### src/rtl/uart_pkg.sv
// Shared types and frame-geometry helpers for the FIFO byte serializer.
package uart_pkg;

   typedef enum logic [1:0] {IDLE, START, DATA, STOP} tx_state_t;

   localparam int DEF_DATA_WIDTH   = 8;
   localparam int DEF_CLKS_PER_BIT = 16;
   localparam int DEF_STOP_BITS    = 1;

   // Bit periods in one frame: start + data + stop.
   function automatic int frame_bits(input int data_width, input int stop_bits);
      return 1 + data_width + stop_bits;
   endfunction

   localparam int FRAME_BITS = frame_bits(DEF_DATA_WIDTH, DEF_STOP_BITS);

endpackage

### src/rtl/baud_tick.sv
// Bit-period timer: counts 0..CLKS_PER_BIT-1 and flags the last cycle of each period.
module baud_tick
   import uart_pkg::*;
#(
   parameter int CLKS_PER_BIT = DEF_CLKS_PER_BIT
) (
   input  logic clk,
   input  logic reset,
   input  logic clear,
   output logic tick
);

   localparam int CW = $clog2(CLKS_PER_BIT);
   localparam logic [CW-1:0] LAST = CW'(CLKS_PER_BIT - 1);

   logic [CW-1:0] cnt;

   always_ff @(posedge clk) begin
      if (reset || clear) begin
         cnt <= '0;
      end else if (cnt == LAST) begin
         cnt <= '0;
      end else begin
         cnt <= cnt + 1'b1;
      end
   end

   assign tick = (cnt == LAST) && !clear;

endmodule

### src/rtl/fifo_byte_serializer.sv
// Pops bytes from the width-converting FIFO and sends each one as an async serial
// frame (start bit, data LSB first, stop bits) on tx.
module fifo_byte_serializer
   import uart_pkg::*;
#(
   parameter int DATA_WIDTH   = DEF_DATA_WIDTH,
   parameter int CLKS_PER_BIT = DEF_CLKS_PER_BIT,
   parameter int STOP_BITS    = DEF_STOP_BITS
) (
   input  logic                  clk,
   input  logic                  reset,
   input  logic                  enable,
   input  logic                  empty,
   input  logic [DATA_WIDTH-1:0] r_data,
   output logic                  rd,
   output logic                  tx,
   output logic                  busy
);

   localparam int FRAME_LEN = frame_bits(DATA_WIDTH, STOP_BITS);
   localparam int BW        = $clog2(FRAME_LEN);
   localparam logic [BW-1:0] LAST_DATA = BW'(DATA_WIDTH - 1);
   localparam logic [BW-1:0] LAST_STOP = BW'(FRAME_LEN - 2);

   tx_state_t             state;
   logic [DATA_WIDTH-1:0] shift_reg;
   logic [BW-1:0]         bit_cnt;
   logic                  tick;
   logic                  timer_clear;
   logic                  frame_done;
   logic                  take;

   assign timer_clear = (state == IDLE);

   baud_tick #(
      .CLKS_PER_BIT(CLKS_PER_BIT)
   ) u_baud_tick (
      .clk   (clk),
      .reset (reset),
      .clear (timer_clear),
      .tick  (tick)
   );

   // bit_cnt keeps counting through the stop bits, so the last stop period
   // is recognised without a separate stop counter.
   assign frame_done = (state == STOP) && tick && (bit_cnt == LAST_STOP);
   assign take       = !reset && enable && !empty && ((state == IDLE) || frame_done);
   assign rd         = take;

   always_ff @(posedge clk) begin
      if (reset) begin
         state     <= IDLE;
         shift_reg <= '0;
         bit_cnt   <= '0;
         tx        <= 1'b1;
         busy      <= 1'b0;
      end else begin
         case (state)
            IDLE: begin
               if (take) begin
                  shift_reg <= r_data;
                  bit_cnt   <= '0;
                  tx        <= 1'b0;
                  busy      <= 1'b1;
                  state     <= START;
               end
            end
            START: begin
               if (tick) begin
                  tx      <= shift_reg[0];
                  bit_cnt <= '0;
                  state   <= DATA;
               end
            end
            DATA: begin
               if (tick) begin
                  if (bit_cnt == LAST_DATA) begin
                     tx    <= 1'b1;
                     state <= STOP;
                  end else begin
                     shift_reg <= shift_reg >> 1;
                     tx        <= shift_reg[1];
                  end
                  bit_cnt <= bit_cnt + 1'b1;
               end
            end
            STOP: begin
               if (frame_done) begin
                  bit_cnt <= '0;
                  if (take) begin
                     // Back-to-back frame: next start bit follows the last stop cycle.
                     shift_reg <= r_data;
                     tx        <= 1'b0;
                     state     <= START;
                  end else begin
                     busy  <= 1'b0;
                     state <= IDLE;
                  end
               end else if (tick) begin
                  bit_cnt <= bit_cnt + 1'b1;
               end
            end
            default: begin
               state <= IDLE;
            end
         endcase
      end
   end

endmodule

### config.mk
export PLATFORM = sky130hd
export DESIGN_NAME = fifo_byte_serializer
export DESIGN_NICKNAME = d
export VERILOG_FILES = /design/src/rtl/uart_pkg.sv /design/src/rtl/baud_tick.sv /design/src/rtl/fifo_byte_serializer.sv
export SDC_FILE = /design/constraint.sdc
export NUM_CORES = 1
export LEC_CHECK = 0
export BUFFER_PORTS_ARGS = -buffer_cell sky130_fd_sc_hd__buf_4
export CORE_UTILIZATION = 34
export DETAILED_ROUTE_END_ITERATION = 12
export GPL_TIMING_DRIVEN = 0
export PLACE_DENSITY = 0.62
export SKIP_LAST_GASP = 1
export SYNTH_ARGS = -nofsm -noshare
export SYNTH_HDL_FRONTEND = slang
export SYNTH_HIERARCHICAL = 1
export SYNTH_SLANG_ARGS = --single-unit
### constraint.sdc
create_clock -name clk -period 3.1 [get_ports clk]
set_clock_uncertainty 0.15 [all_clocks]
set_input_delay 0.155 -clock clk [delete_from_list [all_inputs] [get_ports clk]]
set_output_delay 0.155 -clock clk [all_outputs]
set_load 0.005 [all_outputs]
; After elaboration in Yosys (flattened, before gate mapping)
; Index checks and enable logic that the tools add are counted.
; Widths: inputs -> output; s select.
[word_totals]
latch_bits = 0
rom_bits = 0
n_memories = 0
output_inout_bits = 3
ram_bits = 0
register_bits = 20
inputBits = 12
elab_cells = 68
[classes]
n_mux = 27
n_shift = 0
order_cmp = 0
n_addsub = 2
n_bitwise = 0
n_eq_ne = 13
n_mul = 0
n_reduce_logical = 20
div = 0
[ops]
columns = cell, n
row1 = $mux 8, 4
row2 = $pmux 8 s3, 1
row3 = $mux 4, 4
row4 = $pmux 4 s4, 1
row5 = $ne 2x2->1 const B, 7
row6 = $mux 2, 5
row7 = $mux 1, 9
row8 = $add 4x1->4 const B, 2
row9 = $eq 4x4->1 const B, 2
row10 = $pmux 2 s4, 1
row11 = $reduce_and 4->1, 2
row12 = $logic_and 1x1->1, 6
row13 = $reduce_and 5->1, 1
row14 = $eq 2x2->1 const B, 2
row15 = $eq 4x3->1 const B, 1
row16 = $pmux 1 s4, 1
row17 = $logic_not 1->1, 3
row18 = $reduce_and 3->1, 1
row19 = $reduce_bool 3->1, 1
row20 = $eq 2x1->1 const B, 1
row21 = $logic_not 2->1, 1
row22 = $logic_or 1x1->1, 2
row23 = $pmux 1 s2, 1
row24 = $reduce_and 2->1, 1
row25 = other kinds (2), 2

; Depth between registers and ports, before layout
; Gate-level depths: netlist (run 1).
[logic_depth]
depth_word = 10
mapped_depth = 8

; Hierarchy
; Netlist (run 1), hierarchy kept.
[by_module_without_submodules]
columns = module, n_inst, cells_per_inst, seq_area_each_um2, area_each_um2
row1 = fifo_byte_serializer, 1, 110, 320.3, 1036.0
row2 = baud_tick, 1, 16, 80.1, 157.7

; Worst setup path before layout (run 1)
; Ideal clock, no wire load.
[synth_path]
path_type = reg2reg
from = register state[0]
to = register shift_reg[7]
arrival_time_ns = 2.132
required_time_ns = 2.833
path_buffers = 1
period_less_slack_ns = 2.400
stages_incl_launch_ff = 9
slack_ns = 0.700
path_cell_list = dfxtp_1 inv_1 ha_1 nor2_1 buf_2 nand4b_4 a2111oi_4 a21oi_1 a32o_1
[synth_between]
elab_chain_len = 10
[synth_rtl]
columns = item, line
row1 = "start, declared", fifo_byte_serializer.sv:25  ; tx_state_t state;
row2 = "start signal, assigned", fifo_byte_serializer.sv:52  ; state <= IDLE;
row3 = "start signal, assigned", fifo_byte_serializer.sv:65  ; state <= START;
row4 = "start signal, assigned", fifo_byte_serializer.sv:72  ; state <= DATA;
row5 = $logic_not 2->1 *, fifo_byte_serializer.sv:33  ; assign timer_clear = (state == IDLE);
row6 = net timer_clear, fifo_byte_serializer.sv:29  ; logic timer_clear;
row7 = $logic_not 1->1 *, baud_tick.sv:28  ; assign tick = (cnt == LAST) && !clear;
row8 = $logic_and 1x1->1 *, baud_tick.sv:28
row9 = net tick, fifo_byte_serializer.sv:28  ; logic tick;
row10 = $logic_and 1x1->1 (2 in series), fifo_byte_serializer.sv:46  ; assign frame_done = (state == STOP) && tick && (bit_cnt == LAST_STOP);
row11 = $logic_or 1x1->1, fifo_byte_serializer.sv:47  ; assign take = !reset && enable && !empty && ((state == IDLE) || frame_done);
row12 = $logic_and 1x1->1, fifo_byte_serializer.sv:47
row13 = $mux 8 (2 in series), -
row14 = $pmux 8 s3, fifo_byte_serializer.sv:58  ; case (state)
row15 = "end signal, assigned", fifo_byte_serializer.sv:61  ; shift_reg <= r_data;
row16 = "end signal, assigned", fifo_byte_serializer.sv:81  ; shift_reg <= shift_reg >> 1;
row17 = "end signal, assigned", fifo_byte_serializer.sv:92  ; shift_reg <= r_data;
row18 = "end, declared", fifo_byte_serializer.sv:26  ; logic [DATA_WIDTH-1:0] shift_reg;
; The timed path passes the listed nets; every way through them passes the cells marked *. The select of a mux whose other input is x is not followed.
; A chain may end at the register's enable or synchronous reset.

; Final worst setup path (run 1)
[layout_path]
from = register state[0]
to = output rd
[layout_between]
elab_chain_len = 7
[layout_rtl]
columns = item, line
row1 = $logic_not 2->1, fifo_byte_serializer.sv:33
row2 = net timer_clear, fifo_byte_serializer.sv:29
row3 = $logic_not 1->1, baud_tick.sv:28
row4 = $logic_and 1x1->1, baud_tick.sv:28
row5 = net tick, fifo_byte_serializer.sv:28
row6 = $logic_and 1x1->1 (2 in series), fifo_byte_serializer.sv:46
row7 = $logic_or 1x1->1, fifo_byte_serializer.sv:47
row8 = $logic_and 1x1->1, fifo_byte_serializer.sv:47
row9 = "end, declared", fifo_byte_serializer.sv:15  ; output logic rd,
; The timed path passes the listed nets, and every way through them passes these cells.

==> results of run 1 <==
routing by layer:
metal / wire length, um / up-vias / global-route usage, %
li1: - / 509 / -
met1: 1170 / 474 / 20.4
met2: 1220 / 26 / 25.6
met3: 148 / 4 / 4.41
met4: 23 / 0 / 4.87
met5: 0 / - / 0
worst paths after layout:
check	end	slack [ns]
max reg2reg	shift_reg[6]	0.30
min reg2reg	u_baud_tick/cnt[0]	0.31
max	rd	0.28
min	shift_reg[1]	0.02
cell families after synthesis:
logic type,count (synthesis),share of synthesized area [%]
mux,10,8.60
buf+inv,13,4.30
xor+xnor,5,3.67
simple gates,34,16.9
flops,20,33.5
compound gates,36,24.6
fa+ha+maj,8,8.39
cells in the final DEF (no fill, tap or decap), types with 2 or more instances in the layout:
cell type	count
a21o_1	2
dfxtp_1	20
clkbuf_4	3
nand2_1	8
xor2_1	3
mux2i_1	8
nand3_1	4
buf_4	14
nor2_1	9
o211ai_1	2
inv_1	8
xnor2_1	2
buf_2	2
ha_1	8
mux2_2	2
a221oi_1	2
o21ai_0	5
a211oi_1	10
clkbuf_1	2
a21oi_1	5
and3_1	2
where the power goes:
group / internal [mW] / leakage [nW] / switching, mW
Clock: 0.131 / 0.0279 / 0.0922
Sequential: 0.286 / 0.162 / 0.0242
Combinational: 0.111 / 0.401 / 0.147
Yosys cell counts, types with 2 or more instances:
| cell type | instances | area, um2 |
|---|---|---|
| a21oi_1 | 5 | 25.0 |
| a21o_1 | 2 | 15.0 |
| a211oi_1 | 10 | 75.1 |
| inv_1 | 8 | 30.0 |
| o211ai_1 | 2 | 15.0 |
| o21ai_0 | 5 | 25.0 |
| buf_2 | 2 | 10.0 |
| nand3_1 | 4 | 20.0 |
| dfxtp_1 | 20 | 400 |
| nor2_1 | 9 | 33.8 |
| and3_1 | 2 | 12.5 |
| ha_1 | 8 | 100 |
| mux2i_1 | 8 | 80.1 |
| mux2_2 | 2 | 22.5 |
| xnor2_1 | 2 | 17.5 |
| clkbuf_1 | 2 | 7.51 |
| xor2_1 | 3 | 26.3 |
| nand2_1 | 8 | 30.0 |
| a221oi_1 | 2 | 17.5 |
final cells by class:
class | instances | area, um2 | share of cell area (%)
multi-input cells | 93 | 742 | 52.3
well taps | 46 | 57.6 | 4.06
repair buffers | 15 | 115 | 8.11
flip-flops and latches | 20 | 400 | 28.2
clock buffers | 3 | 22.5 | 1.59
plain buffers | 5 | 21.3 | 1.50
clock inverters | 1 | 30.0 | 2.12
inverters | 8 | 30.0 | 2.12
through the flow:
stage / utilization (%) / instance area, um2 / total power, mW
after global placement: 40.6 / 1360 / 0.562
after floorplan: - / 1190 / 0.500
after detailed placement: 40.6 / 1360 / 0.572
after CTS: 42.5 / 1420 / 0.790
after global routing: 42.5 / 1420 / 0.847
final: 42.5 / 1420 / 0.792
worst reg2reg max path, delay by kind of cell (launching register included):
| kind | cells | cell delay [ns] |
|---|---|---|
| muxes | 1 | 0.22 |
| and+or+nand+nor | 2 | 0.38 |
| AOI/OAI and AO/OA | 2 | 0.87 |
| adders and majority gates | 1 | 0.34 |
| DFF | 1 | 0.45 |
| buffers and inverters | 2 | 0.35 |
repair_timing:
item / in CTS / in global routing
hold endpoints to repair: 1 / 0
gates resized for setup: 0 / 0
hold buffers: 1 / 0
==> metrics.cfg, run 1 <==
[sta]
rsz0062_at_grt=false
fin_crit_sh_pct=90.9
finalSetupViolations=0
fin_setup_tns_ns=0
drv_slew=0
finalHoldViolations=0
tightest_slew_ns=0.593
holdWs_ns=0.0170
slew_headroom_pct=60.5
period_minus_slack_ns=2.82
setup_ws_ns=0.281
fmax_mhz=355

[setup_path]
critPathKind=reg -> out
critPathMaxStageDelay_ns=0.48
cp-end-kind=output pin
critPathLaunch=state[0]
worstPathCellList=inv_1, ha_1, nor2_1, buf_2, nand4b_4, o31ai_4, buf_4
cp_max_fo=10
crit_family=buffers and inverters
worst_ep_arrival_time_ns=2.51
worstRegToRegCells=8
critPathBufInv=3
required_ns=2.79
path_depth=7
cp_slowest_cell=o31ai_4
critPathLaunchType=register
r2r_start=state[0]

[finish]
largest_reg_flops=8
stdcell_count=191
fin_nets=166
area_growth_pct=18.9
fill_cells=354
antenna-diode-count=0
drive_above_1_share_pct=19.3

[min_path]
min-delay-start=r_data[1]
hold_class=in -> reg
hold_path_depth=3

[detailed_routing]
routed_via_density=5.30
wl_um=2560
num_vias=1013
ant_nets=0
drc_errors=0
drtIter0Drc=44
avgRoutedWirePerCell_um=13.4
drtPass1Iterations=4

[floorplanning]
row_count=21
dieHeight_um=61.3
num_io_pins=15
core_area_um2=3340
start_util_pct=35.8
die_w_um=61.3
die_area_um2=3750

[clock_network]
htree_levels=1
cts_setup_buffers=0
clk_pin_slew_ns=0.14
numCtsBuffers=3
clock_path_buffers=2
tritoncts=yes
clk_latency_ns=0.33
clock-sinks=20
clockRootBuffer=clkbuf_4

[synth]
yosys_warnings=6
synthArstFlopShare_pct=0
synth_cells=126
synth-seq-cells=20
ys.flop_type=dfxtp_1
syn_nets=146
yosysSeqAreaShare_pct=33.5
avgSynthCellArea_um2=9.47
synth_edf_count=0
ys_types=41
synth_area_um2=1190

[grt]
antenna_found_initial=0
grt_overflow_total=0
grtUsageTotal_pct=15.8
grt_pass1_wl_um=4310
grt_max_degree=13
first_global_vias=954

[placed_design]
place.gp.congestion=0.844
dp_slack_ns=0.314
placed_cells=186
hpwl_um=1890
port_buffers=14

[power]
powerDensity_nw_per_um2=558
ir_drop_mv=0.285
power_leakage_nw=0.591

[job]
max_cap_viol_count=0

[run_status]
status=finished clean

No activity file was read; power rests on OpenSTA's default activity.
==> run 2: changes to the inputs <==
--- a/config.mk
+++ b/config.mk
@@ -5,11 +5,13 @@
 export SDC_FILE = /design/constraint.sdc
 export NUM_CORES = 1
 export LEC_CHECK = 0
-export BUFFER_PORTS_ARGS = -buffer_cell sky130_fd_sc_hd__buf_4
+export BUFFER_PORTS_ARGS = -buffer_cell sky130_fd_sc_hd__buf_2
+export CELL_PAD_IN_SITES_DETAIL_PLACEMENT = 1
+export CELL_PAD_IN_SITES_GLOBAL_PLACEMENT = 2
 export CORE_UTILIZATION = 34
 export DETAILED_ROUTE_END_ITERATION = 12
 export GPL_TIMING_DRIVEN = 0
-export PLACE_DENSITY = 0.62
+export PLACE_DENSITY = 0.85
 export SKIP_LAST_GASP = 1
 export SYNTH_ARGS = -nofsm -noshare
 export SYNTH_HDL_FRONTEND = slang
==> run 2 against run 1 <==
Compared with the run above:
- maximum frequency up 1.4%
- routed wire length rose by 2.8%
- largest cell class unchanged
- sequential share of layout area rose by 1.4 points
==> metrics.cfg, run 2 (synthesis gave the netlist of run 1 again) <==
[run_status]
status=finished clean

[placed_design]
dpl_cell_area_um2=1320
hpwl_um=2070
port_buffers=14
place.gp.congestion=0.777
placed_cells=186

[clock_network]
clockRootBuffer=clkbuf_4
cts_setup_buffers=0
clk_latency_ns=0.29
tritoncts=yes
numCtsBuffers=3
clock-sinks=20
cts.repair.resized=0
clock_path_buffers=2
clk_pin_slew_ns=0.12
htree_levels=1

[sta]
finalSetupViolations=0
rsz0062_at_grt=false
finalHoldViolations=0
fin_crit_sh_pct=89.7
tightest_slew_ns=0.573
drv_slew=0
fin_setup_tns_ns=0
fmax_mhz=360
period_minus_slack_ns=2.78
slew_headroom_pct=61.7

[detailed_routing]
drc_errors=0
avgRoutedWirePerCell_um=13.9
drtPass1Iterations=4
routed_via_density=5.26
drtIter0Drc=12
num_vias=999
ant_nets=0
wl_um=2630

[finish]
drive_above_1_share_pct=18.8
largest_reg_flops=8
layout_commonest_cell=dfxtp_1
fin_nets=166
fin_area_um2=1350
antenna-diode-count=0
area_growth_pct=13.4
mostFrequentLayoutCells=dfxtp_1, buf_2, a211oi_1
stdcell_count=190

[grt]
antenna_found_initial=0
grt_overflow_total=0
grt_pass1_wl_um=4370
grtUsageTotal_pct=15.7
first_global_vias=972
grt_max_degree=11

[floorplanning]
die_area_um2=3750
start_util_pct=35.8
num_io_pins=15
core_area_um2=3340
die_w_um=61.3
dieHeight_um=61.3
row_count=21

[setup_path]
cp_max_fo=10
crit_family=buffers and inverters
cp-end-kind=output pin
critPathKind=reg -> out
critical_path.most_common_cell=buf_2
critPathLaunchType=register
critPathMaxStageDelay_ns=0.47
required_ns=2.79
worst_ep_arrival_time_ns=2.47
critPathBufInv=3
cp_slowest_cell=o31ai_4
worstPathCellList=inv_1, ha_1, nor2_1, buf_2, nand4b_4, o31ai_4, buf_2

[power]
powerDensity_nw_per_um2=508
finalPower_mw=0.688
ir_drop_mv=0.190
power_leakage_nw=0.565

[job]
max_cap_viol_count=0

[min_path]
hold_class=in -> reg

-- run 2: changes by cell type in the layout (fill, tap and decap cells not counted), sizes merged --
cell	previous run	this run
bufinv	1	0
-- run 2: repair_timing --
item / 4_1_cts / 5_1_grt
hold endpoints to repair: 1 / 0
hold buffers: 1 / 0
setup endpoints to repair: 0 / 0
-- run 2: final cells by class --
class / instances / area, um2
Clock buffer: 3 / 22.5
Timing Repair Buffer: 15 / 80.1
Inverter: 8 / 30.0
Tap cell: 46 / 57.6
Sequential cell: 20 / 400
Buffer: 5 / 21.3
Multi-Input combinational cell: 93 / 742
Fill cell: 404 / 1980
-- run 2: worst paths after layout --
path	start	to	slack [ns]	cells past startpoint
worst max register to register	state[0]	shift_reg[6]	0.34	8
worst min-delay path	r_data[4]	shift_reg[4]	0.05	3
worst max-delay path	state[0]	rd	0.32	7
worst min register to register	u_baud_tick/cnt[0]	u_baud_tick/cnt[0]	0.31	1
-- run 2: metrics by stage --
step	setup WS [ns]	utilization (%)	hold WS, ns
2_1_floorplan	0.700	-	0.0759
3_3_place_gp	0.386	39.6	0.238
3_5_place_dp	0.332	39.6	0.249
4_1_cts	0.316	40.6	0.0357
5_1_grt	0.0462	40.6	0.0567
6_report	0.320	40.6	0.0461
-- run 2: per-layer routing --
| metal | GRT usage [%] | vias to the layer above | part of all wire (%) | wire [um] |
|---|---|---|---|---|
| met1 | 20.4 | 476 | 47 | 1240 |
| li1 | - | 507 | - | - |
| met5 | 0 | - | 0 | 0 |
| met2 | 27.2 | 14 | 50 | 1310 |
| met3 | 3.15 | 2 | 2.5 | 67 |
| met4 | 2.92 | 0 | 0.65 | 17 |
-- run 2: report_power, final --
part	switching [mW]	internal, mW
logic	0.150	0.104
registers	0.0228	0.286
clock network	0.0801	0.0452
total	0.253	0.435
-- run 2: tightest hold or removal path: stages --
cell      delay (ns)
buf_2           0.10
mux2i_1         0.12
a211oi_1        0.08
